`config.mk`:
```
export PLATFORM = sky130hd
export DESIGN_NAME = multicycle_controller
export DESIGN_NICKNAME = d
export VERILOG_FILES = /design/src/rtl/multicycle_controller_pkg.sv /design/src/rtl/mctrl_alu_decode.sv /design/src/rtl/multicycle_controller.sv
export SDC_FILE = /design/constraint.sdc
export NUM_CORES = 1
export LEC_CHECK = 0
export CORE_MARGIN = 8
export CORE_UTILIZATION = 33
export DETAILED_ROUTE_END_ITERATION = 8
export GPL_TIMING_DRIVEN = 0
export HOLD_SLACK_MARGIN = 0.15
export PLACE_DENSITY_LB_ADDON = 0.05
export SYNTH_ARGS = -nofsm -noshare
export SYNTH_HDL_FRONTEND = slang
export SYNTH_SLANG_ARGS = --single-unit
export TNS_END_PERCENT = 30
```
`constraint.sdc`:
```
create_clock -name clock -period 1.9 [get_ports clock]
set_input_delay 0.285 -clock clock [delete_from_list [all_inputs] [get_ports clock]]
set_output_delay 0.285 -clock clock [all_outputs]
set_load 0.02 [all_outputs]
```
`src/rtl/multicycle_controller_pkg.sv`:
```
// Shared constants for the multicycle MIPS controller: state encodings, opcode/funct
// values, ALU control codes and datapath mux select codes.
package multicycle_controller_pkg;

  typedef enum logic [3:0] {
    S_FETCH     = 4'd0,
    S_DECODE    = 4'd1,
    S_MEM_ADDR  = 4'd2,
    S_MEM_READ  = 4'd3,
    S_MEM_WB    = 4'd4,
    S_MEM_WRITE = 4'd5,
    S_EXECUTE   = 4'd6,
    S_ALU_WB    = 4'd7,
    S_BRANCH    = 4'd8,
    S_JUMP      = 4'd9,
    S_ERROR     = 4'd10
  } state_t;

  localparam logic [5:0] OP_RTYPE = 6'd0;
  localparam logic [5:0] OP_J     = 6'd2;
  localparam logic [5:0] OP_BEQ   = 6'd4;
  localparam logic [5:0] OP_LW    = 6'd35;
  localparam logic [5:0] OP_SW    = 6'd43;

  localparam logic [5:0] FN_ADD = 6'd32;
  localparam logic [5:0] FN_SUB = 6'd34;
  localparam logic [5:0] FN_AND = 6'd36;
  localparam logic [5:0] FN_OR  = 6'd37;
  localparam logic [5:0] FN_SLT = 6'd42;

  localparam logic [3:0] ALU_AND = 4'b0000;
  localparam logic [3:0] ALU_OR  = 4'b0001;
  localparam logic [3:0] ALU_ADD = 4'b0010;
  localparam logic [3:0] ALU_SUB = 4'b0110;
  localparam logic [3:0] ALU_SLT = 4'b0111;

  localparam logic [1:0] SRCB_REGB   = 2'b00;
  localparam logic [1:0] SRCB_FOUR   = 2'b01;
  localparam logic [1:0] SRCB_IMM    = 2'b10;
  localparam logic [1:0] SRCB_IMM_SH = 2'b11;

  localparam logic [1:0] PCSRC_ALU    = 2'b00;
  localparam logic [1:0] PCSRC_ALUOUT = 2'b01;
  localparam logic [1:0] PCSRC_JUMP   = 2'b10;

  // States that wait on the memory ready handshake.
  function automatic logic is_mem_state(input state_t s);
    return (s == S_FETCH) || (s == S_MEM_READ) || (s == S_MEM_WRITE);
  endfunction

endpackage

```
`src/rtl/mctrl_alu_decode.sv`:
```
// R-type funct field to ALU control decoder; flags unsupported funct codes.
module mctrl_alu_decode
  import multicycle_controller_pkg::*;
(
  input  logic [5:0] i_funct,
  output logic [3:0] o_alu_control,
  output logic       o_funct_valid
);

  always_comb begin
    o_alu_control = ALU_AND;
    o_funct_valid = 1'b1;
    case (i_funct)
      FN_ADD:  o_alu_control = ALU_ADD;
      FN_SUB:  o_alu_control = ALU_SUB;
      FN_AND:  o_alu_control = ALU_AND;
      FN_OR:   o_alu_control = ALU_OR;
      FN_SLT:  o_alu_control = ALU_SLT;
      default: o_funct_valid = 1'b0;
    endcase
  end

endmodule

```
`src/rtl/multicycle_controller.sv`:
```
// Multicycle MIPS sequencer with memory-ready stretching, timeout to ERROR and
// optional performance counters (enabled by defining MCTRL_PERF_EN).
module multicycle_controller
  import multicycle_controller_pkg::*;
#(
  parameter int unsigned MEM_TIMEOUT = 15,
  parameter int unsigned CNT_W       = 32
) (
  input  logic             clock,
  input  logic             reset,
  input  logic [5:0]       opcode,
  input  logic [5:0]       funct,
  input  logic             zero,
  input  logic             mem_ready,
  output logic             pc_write,
  output logic             iord,
  output logic             mem_ren,
  output logic             mem_wen,
  output logic             ir_write,
  output logic             reg_dst,
  output logic             mem_to_reg,
  output logic             reg_write,
  output logic             alu_src_a,
  output logic [1:0]       alu_src_b,
  output logic [3:0]       alu_control,
  output logic [1:0]       pc_source,
  output logic [3:0]       state,
  output logic             illegal,
  output logic [CNT_W-1:0] cycle_count,
  output logic [CNT_W-1:0] instr_count
);

  localparam int unsigned WAIT_W = $clog2(MEM_TIMEOUT + 2);

  state_t            r_state;
  state_t            w_next;
  logic [WAIT_W-1:0] r_wait_cnt;
  logic              r_illegal;
  logic              w_timeout;
  logic [3:0]        w_alu_ctrl;
  logic              w_funct_valid;
  logic              w_pc_write;
  logic              w_ir_write;
  logic              w_reg_write;
  logic              w_mem_wen;

  mctrl_alu_decode u_alu_decode (
    .i_funct       (funct),
    .o_alu_control (w_alu_ctrl),
    .o_funct_valid (w_funct_valid)
  );

  assign w_timeout = (r_wait_cnt == WAIT_W'(MEM_TIMEOUT));

  always_ff @(posedge clock or negedge reset) begin
    if (!reset) r_state <= S_FETCH;
    else        r_state <= w_next;
  end

  always_comb begin
    w_next = r_state;
    case (r_state)
      S_FETCH: begin
        if (mem_ready)      w_next = S_DECODE;
        else if (w_timeout) w_next = S_ERROR;
      end
      S_DECODE: begin
        case (opcode)
          OP_LW, OP_SW: w_next = S_MEM_ADDR;
          OP_RTYPE:     w_next = S_EXECUTE;
          OP_BEQ:       w_next = S_BRANCH;
          OP_J:         w_next = S_JUMP;
          default:      w_next = S_ERROR;
        endcase
      end
      S_MEM_ADDR:  w_next = (opcode == OP_LW) ? S_MEM_READ : S_MEM_WRITE;
      S_MEM_READ: begin
        if (mem_ready)      w_next = S_MEM_WB;
        else if (w_timeout) w_next = S_ERROR;
      end
      S_MEM_WB:    w_next = S_FETCH;
      S_MEM_WRITE: begin
        if (mem_ready)      w_next = S_FETCH;
        else if (w_timeout) w_next = S_ERROR;
      end
      S_EXECUTE:   w_next = w_funct_valid ? S_ALU_WB : S_ERROR;
      S_ALU_WB:    w_next = S_FETCH;
      S_BRANCH:    w_next = S_FETCH;
      S_JUMP:      w_next = S_FETCH;
      S_ERROR:     w_next = S_ERROR;
      default:     w_next = S_ERROR;
    endcase
  end

  always_comb begin
    w_pc_write  = 1'b0;
    w_ir_write  = 1'b0;
    w_reg_write = 1'b0;
    w_mem_wen   = 1'b0;
    iord        = 1'b0;
    mem_ren     = 1'b0;
    reg_dst     = 1'b0;
    mem_to_reg  = 1'b0;
    alu_src_a   = 1'b0;
    alu_src_b   = SRCB_REGB;
    alu_control = ALU_AND;
    pc_source   = PCSRC_ALU;
    case (r_state)
      S_FETCH: begin
        mem_ren     = 1'b1;
        alu_src_b   = SRCB_FOUR;
        alu_control = ALU_ADD;
        w_ir_write  = mem_ready;
        w_pc_write  = mem_ready;
      end
      S_DECODE: begin
        alu_src_b   = SRCB_IMM_SH;
        alu_control = ALU_ADD;
      end
      S_MEM_ADDR: begin
        alu_src_a   = 1'b1;
        alu_src_b   = SRCB_IMM;
        alu_control = ALU_ADD;
      end
      S_MEM_READ: begin
        mem_ren = 1'b1;
        iord    = 1'b1;
      end
      S_MEM_WB: begin
        w_reg_write = 1'b1;
        mem_to_reg  = 1'b1;
      end
      S_MEM_WRITE: begin
        w_mem_wen = 1'b1;
        iord      = 1'b1;
      end
      S_EXECUTE: begin
        alu_src_a   = 1'b1;
        alu_control = w_alu_ctrl;
      end
      S_ALU_WB: begin
        w_reg_write = 1'b1;
        reg_dst     = 1'b1;
      end
      S_BRANCH: begin
        alu_src_a   = 1'b1;
        alu_control = ALU_SUB;
        pc_source   = PCSRC_ALUOUT;
        w_pc_write  = zero;
      end
      S_JUMP: begin
        pc_source  = PCSRC_JUMP;
        w_pc_write = 1'b1;
      end
      default: ;
    endcase
  end

  // Architectural write strobes are masked by reset so an async reset
  // mid-instruction cannot leak a partial write.
  assign pc_write  = w_pc_write  & reset;
  assign ir_write  = w_ir_write  & reset;
  assign reg_write = w_reg_write & reset;
  assign mem_wen   = w_mem_wen   & reset;
  assign state     = r_state;
  assign illegal   = r_illegal;

  always_ff @(posedge clock or negedge reset) begin
    if (!reset)                                      r_wait_cnt <= '0;
    else if (w_next != r_state)                      r_wait_cnt <= '0;
    else if (is_mem_state(r_state) && !mem_ready)    r_wait_cnt <= r_wait_cnt + WAIT_W'(1);
  end

  always_ff @(posedge clock or negedge reset) begin
    if (!reset)                  r_illegal <= 1'b0;
    else if (w_next == S_ERROR)  r_illegal <= 1'b1;
  end

`ifdef MCTRL_PERF_EN
  logic [CNT_W-1:0] r_cycle_cnt;
  logic [CNT_W-1:0] r_instr_cnt;

  always_ff @(posedge clock or negedge reset) begin
    if (!reset) begin
      r_cycle_cnt <= '0;
      r_instr_cnt <= '0;
    end else begin
      if (r_state != S_ERROR && r_cycle_cnt != '1)
        r_cycle_cnt <= r_cycle_cnt + CNT_W'(1);
      if (w_next == S_FETCH && r_state != S_FETCH && r_instr_cnt != '1)
        r_instr_cnt <= r_instr_cnt + CNT_W'(1);
    end
  end

  assign cycle_count = r_cycle_cnt;
  assign instr_count = r_instr_cnt;
`else
  assign cycle_count = '0;
  assign instr_count = '0;
`endif

endmodule

```
# Yosys cells after proc, flatten, opt, wreduce, memory -nomap -nowiden
# Index checks and enable logic that the tools add are counted.
[op_classes]
n_addsub = 1
n_eq_ne = 21
mux = 24
bitwise = 4
reduce_logical = 15
[op_table]
columns = ["op", "count"]
rows = [
  ["== test 6 bit (second input constant)", 7],
  ["one-hot mux 4 bit (7 select lines)", 1],
  ["two-way mux 4 bit", 5],
  ["== test 4 x 3 -> 1 bit (second input constant)", 4],
  ["one-hot mux 4 bit (4 select lines)", 1],
  ["== test 4 bit (second input constant)", 3],
  ["one-hot mux 3 bit (4 select lines)", 1],
  ["one-hot mux 4 bit (3 select lines)", 1],
  ["two-way mux 5 bit", 2],
  ["two-way mux 1 bit", 9],
  ["== test 4 x 2 -> 1 bit (second input constant)", 2],
  ["OR reduction 2 bit", 4],
  ["== test 6 x 2 -> 1 bit (second input constant)", 1],
  ["== test 6 x 3 -> 1 bit (second input constant)", 1],
  ["logical NOT 6 bit", 1],
  ["one-hot mux 2 bit (3 select lines)", 1],
  ["OR reduction 3 bit", 2],
  ["adder 5 x 1 -> 5 bit (second input constant)", 1],
  ["== test 5 x 4 -> 1 bit (second input constant)", 1],
  ["OR reduction 5 bit", 1],
  ["AND 1 bit", 4],
  ["== test 4 x 1 -> 1 bit (second input constant)", 1],
  ["logical NOT 4 bit", 1],
  ["inequality test 4 bit", 1],
  ["other kinds (8)", 9],
]
[totals]
reg_bits = 10
input_bits = 16
output_inout_bits = 86
wordCells = 68

# Logic depth before layout (Yosys ltp)
[depth]
word_depth = 7
depth_mapped = 8
ltp_nobuf = 8

# By module
# Synthesis repeated with hierarchy kept, for this count alone.
[hier_totals]
hier_cells = 206
area_unflattened_um2 = 1551.5
[by_module_without_submodules]
columns = ["module", "n_inst", "cells_per_inst", "area_each_um2", "seq_area_each_um2"]
rows = [
  ["multicycle_controller", 1, 195, 1468.9, 250.2],
  ["mctrl_alu_decode", 1, 11, 82.6, 0.0],
]

# Least setup slack after synthesis
# Ideal clock, no wire load.
[synth_path]
kind = "register -> output"
from = "register r_state[3] (netlist: state[3])"
to = "output alu_control[2]"
arrival_time_ns = 1.731
required_time_ns = 1.615
path_slack_ns = -0.116
stages_incl_launch_ff = 5
path_buffers = 1
path_cell_list = "dfrtp_1 clkbuf_1 nand2_1 nor3_1 a41o_1"
[synth_between]
elab_chain_cells = 3
word_cells_on_any_way = 7
classes_between = "4 x eq/ne; 1 x mux; 2 x reduce/logical"
[synth_lines]
columns = ["item", "line_no", "source"]
rows = [
  ["from (decl)", "multicycle_controller.sv:35", "state_t r_state;"],
  ["from (signal assigned)", "multicycle_controller.sv:57", "else r_state <= w_next;"],
  ["== test 4 x 2 -> 1 bit, or another cell as far along", "multicycle_controller.sv:108", "case (r_state)"],
  ["OR reduction 3 bit (no source line)", "--", ""],
  ["one-hot mux 4 bit (3 select lines) *", "multicycle_controller.sv:108", ""],
  ["to (decl)", "multicycle_controller.sv:25", "output logic [3:0] alu_control,"],
]
# Mark *: on every way between the ends. The rest lies on a longest branch, timed or not.

# Final worst setup path
[layout_path]
from = "register r_wait_cnt[1]"
to = "register r_wait_cnt[2]"
[layout_between]
elab_chain_cells = 6
word_cells_on_any_way = 11
classes_between = "1 x add/sub; 2 x eq/ne; 7 x mux; 1 x reduce/logical"
[layout_lines]
columns = ["item", "line_no", "source"]
rows = [
  ["from (decl)", "multicycle_controller.sv:37", "logic [WAIT_W-1:0] r_wait_cnt;"],
  ["from (signal assigned)", "multicycle_controller.sv:171", "else if (is_mem_state(r_state) && !mem_ready) r_wait_cnt <= r_wait_cnt + WAIT_W'(1);"],
  ["== test 5 x 4 -> 1 bit", "multicycle_controller.sv:53", "assign w_timeout = (r_wait_cnt == WAIT_W'(MEM_TIMEOUT));"],
  ["two-way mux 4 bit", "multicycle_controller.sv:65, multicycle_controller.sv:79, multicycle_controller.sv:84", ""],
  ["two-way mux 4 bit, on equally long branches", "multicycle_controller.sv:83, multicycle_controller.sv:64, multicycle_controller.sv:78", ""],
  ["one-hot mux 4 bit (7 select lines)", "multicycle_controller.sv:62", "case (r_state)"],
  ["inequality test 4 bit", "multicycle_controller.sv:170", "else if (w_next != r_state) r_wait_cnt <= '0;"],
  ["two-way mux 5 bit or nonzero test 2 bit (tied branches)", "--", ""],
]
# Parallel ways exist; a longest one is shown, timed or not. The select of a mux whose other input is x is not followed.
# A chain may end at the register's enable or synchronous reset.

==> impl_metrics.yaml <==
run_status:
  status: "finished, violations left"
  violations: "setup timing"
floorplanning:
  fp.dieH_um: 84.9
  core_mm2: 0.00466
  rows: 25
  start_util_pct: 33.6
  die_width_um: 84.9
  pin_count: 102
  dieArea_mm2: 0.00721
synth:
  synth.avg_cell_area_um2: 7.87
  ys_types: 52
  synth.area.top_cells: "buf_4 (31%), dfrtp_1 (16%), nor4_1 (3.6%), xor2_1 (3.4%), and3_1 (3.2%)"
  async_reset_ff_share_pct: 100
  synth_edf_count: 0
  yosysTopAreaCellShare_pct: 31.2
  synth-main-ff-cell: "dfrtp_1"
  yosysWarnings: 0
  yosysSeqAreaShare_pct: 16.0
  yosys.area.top_type: "buf_4"
  ys_ff_latch: 10
  synthCells: 199
  syn-cell-area_mm2: 0.00157
cells_and_area:
  antennaDiodeCount: 0
  final_util_pct: 52.9
  nNetsFinal: 330
  design_area_mm2: 0.00247
  layout_common_cells: "buf_4 (79), conb_1 (65), clkdlybuf4s50_1 (19), nor2_1 (9), dfrtp_1 (8)"
  num-fill-cells: 460
  drive_above_1_share_pct: 41.3
  area_growth_pct: 57.5
  layout_commonest_cell: "buf_4"
power_and_ir_drop:
  total_power_uw: 2610
  ir_worst_vdd_mv: 0.699
  leakage_uw: 0.00129
  p_per_area_mw_per_mm2: 1060
clock_tree:
  clkTransAtPathRegs_ns: 0.05
  clk_latency_ns: 0.23
  root_buffer: "clkbuf_8"
  cts_tree: "built"
  clock_sinks: 10
  hold_buffers: 0
  cts.htree.levels: 1
  clk_path_buf_depth: 2
  cts_made_buffers: 3
sta:
  setup_violations: 5
  finalSetupTns_ns: -0.726
  post-route-period-util_pct: 109
  post-route-min-period_ns: 2.08
  finClkSkew_ns: 0.00500
  hold_violations: 0
  fin_ws_ns: -0.175
  slew_violations: 0
  worstMarginPinSlew_ns: 0.599
  max_slew_margin_pct: 60.1
  max_freq_mhz: 482
  rsz0062_at_grt: "yes"
setup_path:
  r2r_setup_slack_ns: -0.18
  crit_path_start: "r_wait_cnt[1]"
  r2r_cells: 7
  crit_fanout: 6
  cp.required_ns: 2.04
  crit_type: "flop to flop"
  slowest_stage: "dfrtp_1"
  rr_startpoint: "r_wait_cnt[1]"
  critPathCaptureType: "flop"
  critPathMaxStageDelay_ns: 0.37
  crit_chain: "ha_2, and3_4, ha_4, and4b_1, o41ai_2, nand4_2, nor4_2"
  worstReg2RegEnd: "r_wait_cnt[2]"
  arrival_ns: 2.21
  endpoint: "r_wait_cnt[2]"
  startpoint_type: "flop"
min_path:
  hp-class: "primary input to async pin"
route:
  routedWlPerCell_um: 13.1
  wl_met1_um: 1990
  drt-initial-drc-count: 83
  dr.pass1.iters: 4
  met3WireLength_um: 379
  wl_met2_um: 2390
  wl_um: 4770
  drc: 0
  ant_nets: 0
  via_per_inst: 4.16
  top_layer: "met4"
  num_vias: 1516
place:
  hpwl_um: 3760
  dp_slack_ns: -0.584
  placed_area_mm2: 0.00227
  io_buffers: 36
  place_congestion: 0.849
run:
  cap_viol_max_count: 0
grt:
  overflow: 0
  grt_max_degree: 15
  antenna_found_initial: 0
  grt_pass1_vias: 1474
  grt_pass1_wl_um: 7680
  grt_util_all_layers_pct: 12.7
[routing by layer]
metal,GRT usage (%),vias to the layer above
li1,-,801
met3,3.47,3
met5,0,-
met1,14.9,660
met4,2.43,0
met2,22.6,52
[flip-flops by register name, summed over array words and instances (netlist names)]
register / cells
state: 4
illegal: 1
r_wait_cnt: 5
[worst max-delay path: cells and delay by family, from the launching register on]
family                     cells  cell delay [ns]
DFF                            1             0.37
and+or+nand+nor                4             0.88
adders and majority gates      2             0.37
AOI/OAI and AO/OA              1             0.35
[synthesized netlist by cell type, types with 2 or more instances]
cell      instances
dfrtp_1          10
nor3_1            6
nand2b_1          4
nor2_1           10
a21oi_1           4
nor4_1            9
mux2i_1           3
nor4b_1           2
nand2_1           5
and3b_1           2
clkbuf_1          2
nor2b_1           4
xor2_1            6
a21o_1            2
nand3_1           7
inv_1             3
a31oi_1           3
buf_2             4
buf_4            65
buf_1             3
and3_1            8
o21ai_0           6
ha_1              2
[area by class of cell]
type                       instances  area (um2)  area share, %
buffer                            74         572           23.2
clock buffer                       3        41.3           1.67
inverter                           3        13.8          0.558
multi-input combinational        176        1140           46.2
sequential                        10         253           10.2
tap                               54        67.6           2.74
timing repair buffer              44         379           15.4
[worst min-delay path by stage]
stage,from,endpoint,slack (ns),cells after the start
final,reset,r_wait_cnt[4],0.16,1
after global routing,reset,r_wait_cnt[4],0.19,1
after CTS,reset,r_wait_cnt[3],0.18,1
after detailed placement,illegal,illegal,0.45,1
after global placement,illegal,illegal,0.45,1
after floorplan,reset,illegal,-0.01,0
[per-stage QoR]
step / cells / hold WS [ns]
3_3_place_gp: 353 / 0.453
2_1_floorplan: 263 / -0.0106
5_1_grt: 364 / 0.192
4_1_cts: 363 / 0.176
6_report: 364 / 0.163
3_5_place_dp: 353 / 0.445
[kinds of logic (layout without fill, tap and decap cells)]
family / Yosys count / after routing / synth area share, %
xor+xnor: 7 / 7 / 3.91
flops: 10 / 10 / 16.0
buf+inv: 77 / 124 / 34.3
mux: 4 / 4 / 2.64
compound gates: 29 / 29 / 13.4
simple gates: 69 / 69 / 27.9
other cells: 1 / 65 / 0.239
fa+ha+maj: 2 / 2 / 1.60
[power by group]
| part | internal (uW) | switching [uW] | total (uW) | leakage, uW |
|---|---|---|---|---|
| clock | 138 | 76.5 | 215 | 0.0000216 |
| sequential | 261 | 43.0 | 304 | 0.000127 |
| combinational | 876 | 1220 | 2090 | 0.00114 |
[what timing repair did]
item,in CTS,in global routing
gates resized for setup,77,24
cloned,0,0
setup buffers,7,1
pin swaps,13,2
setup endpoints to repair,21,22
Note: power is estimated with default switching activity, not from simulation.
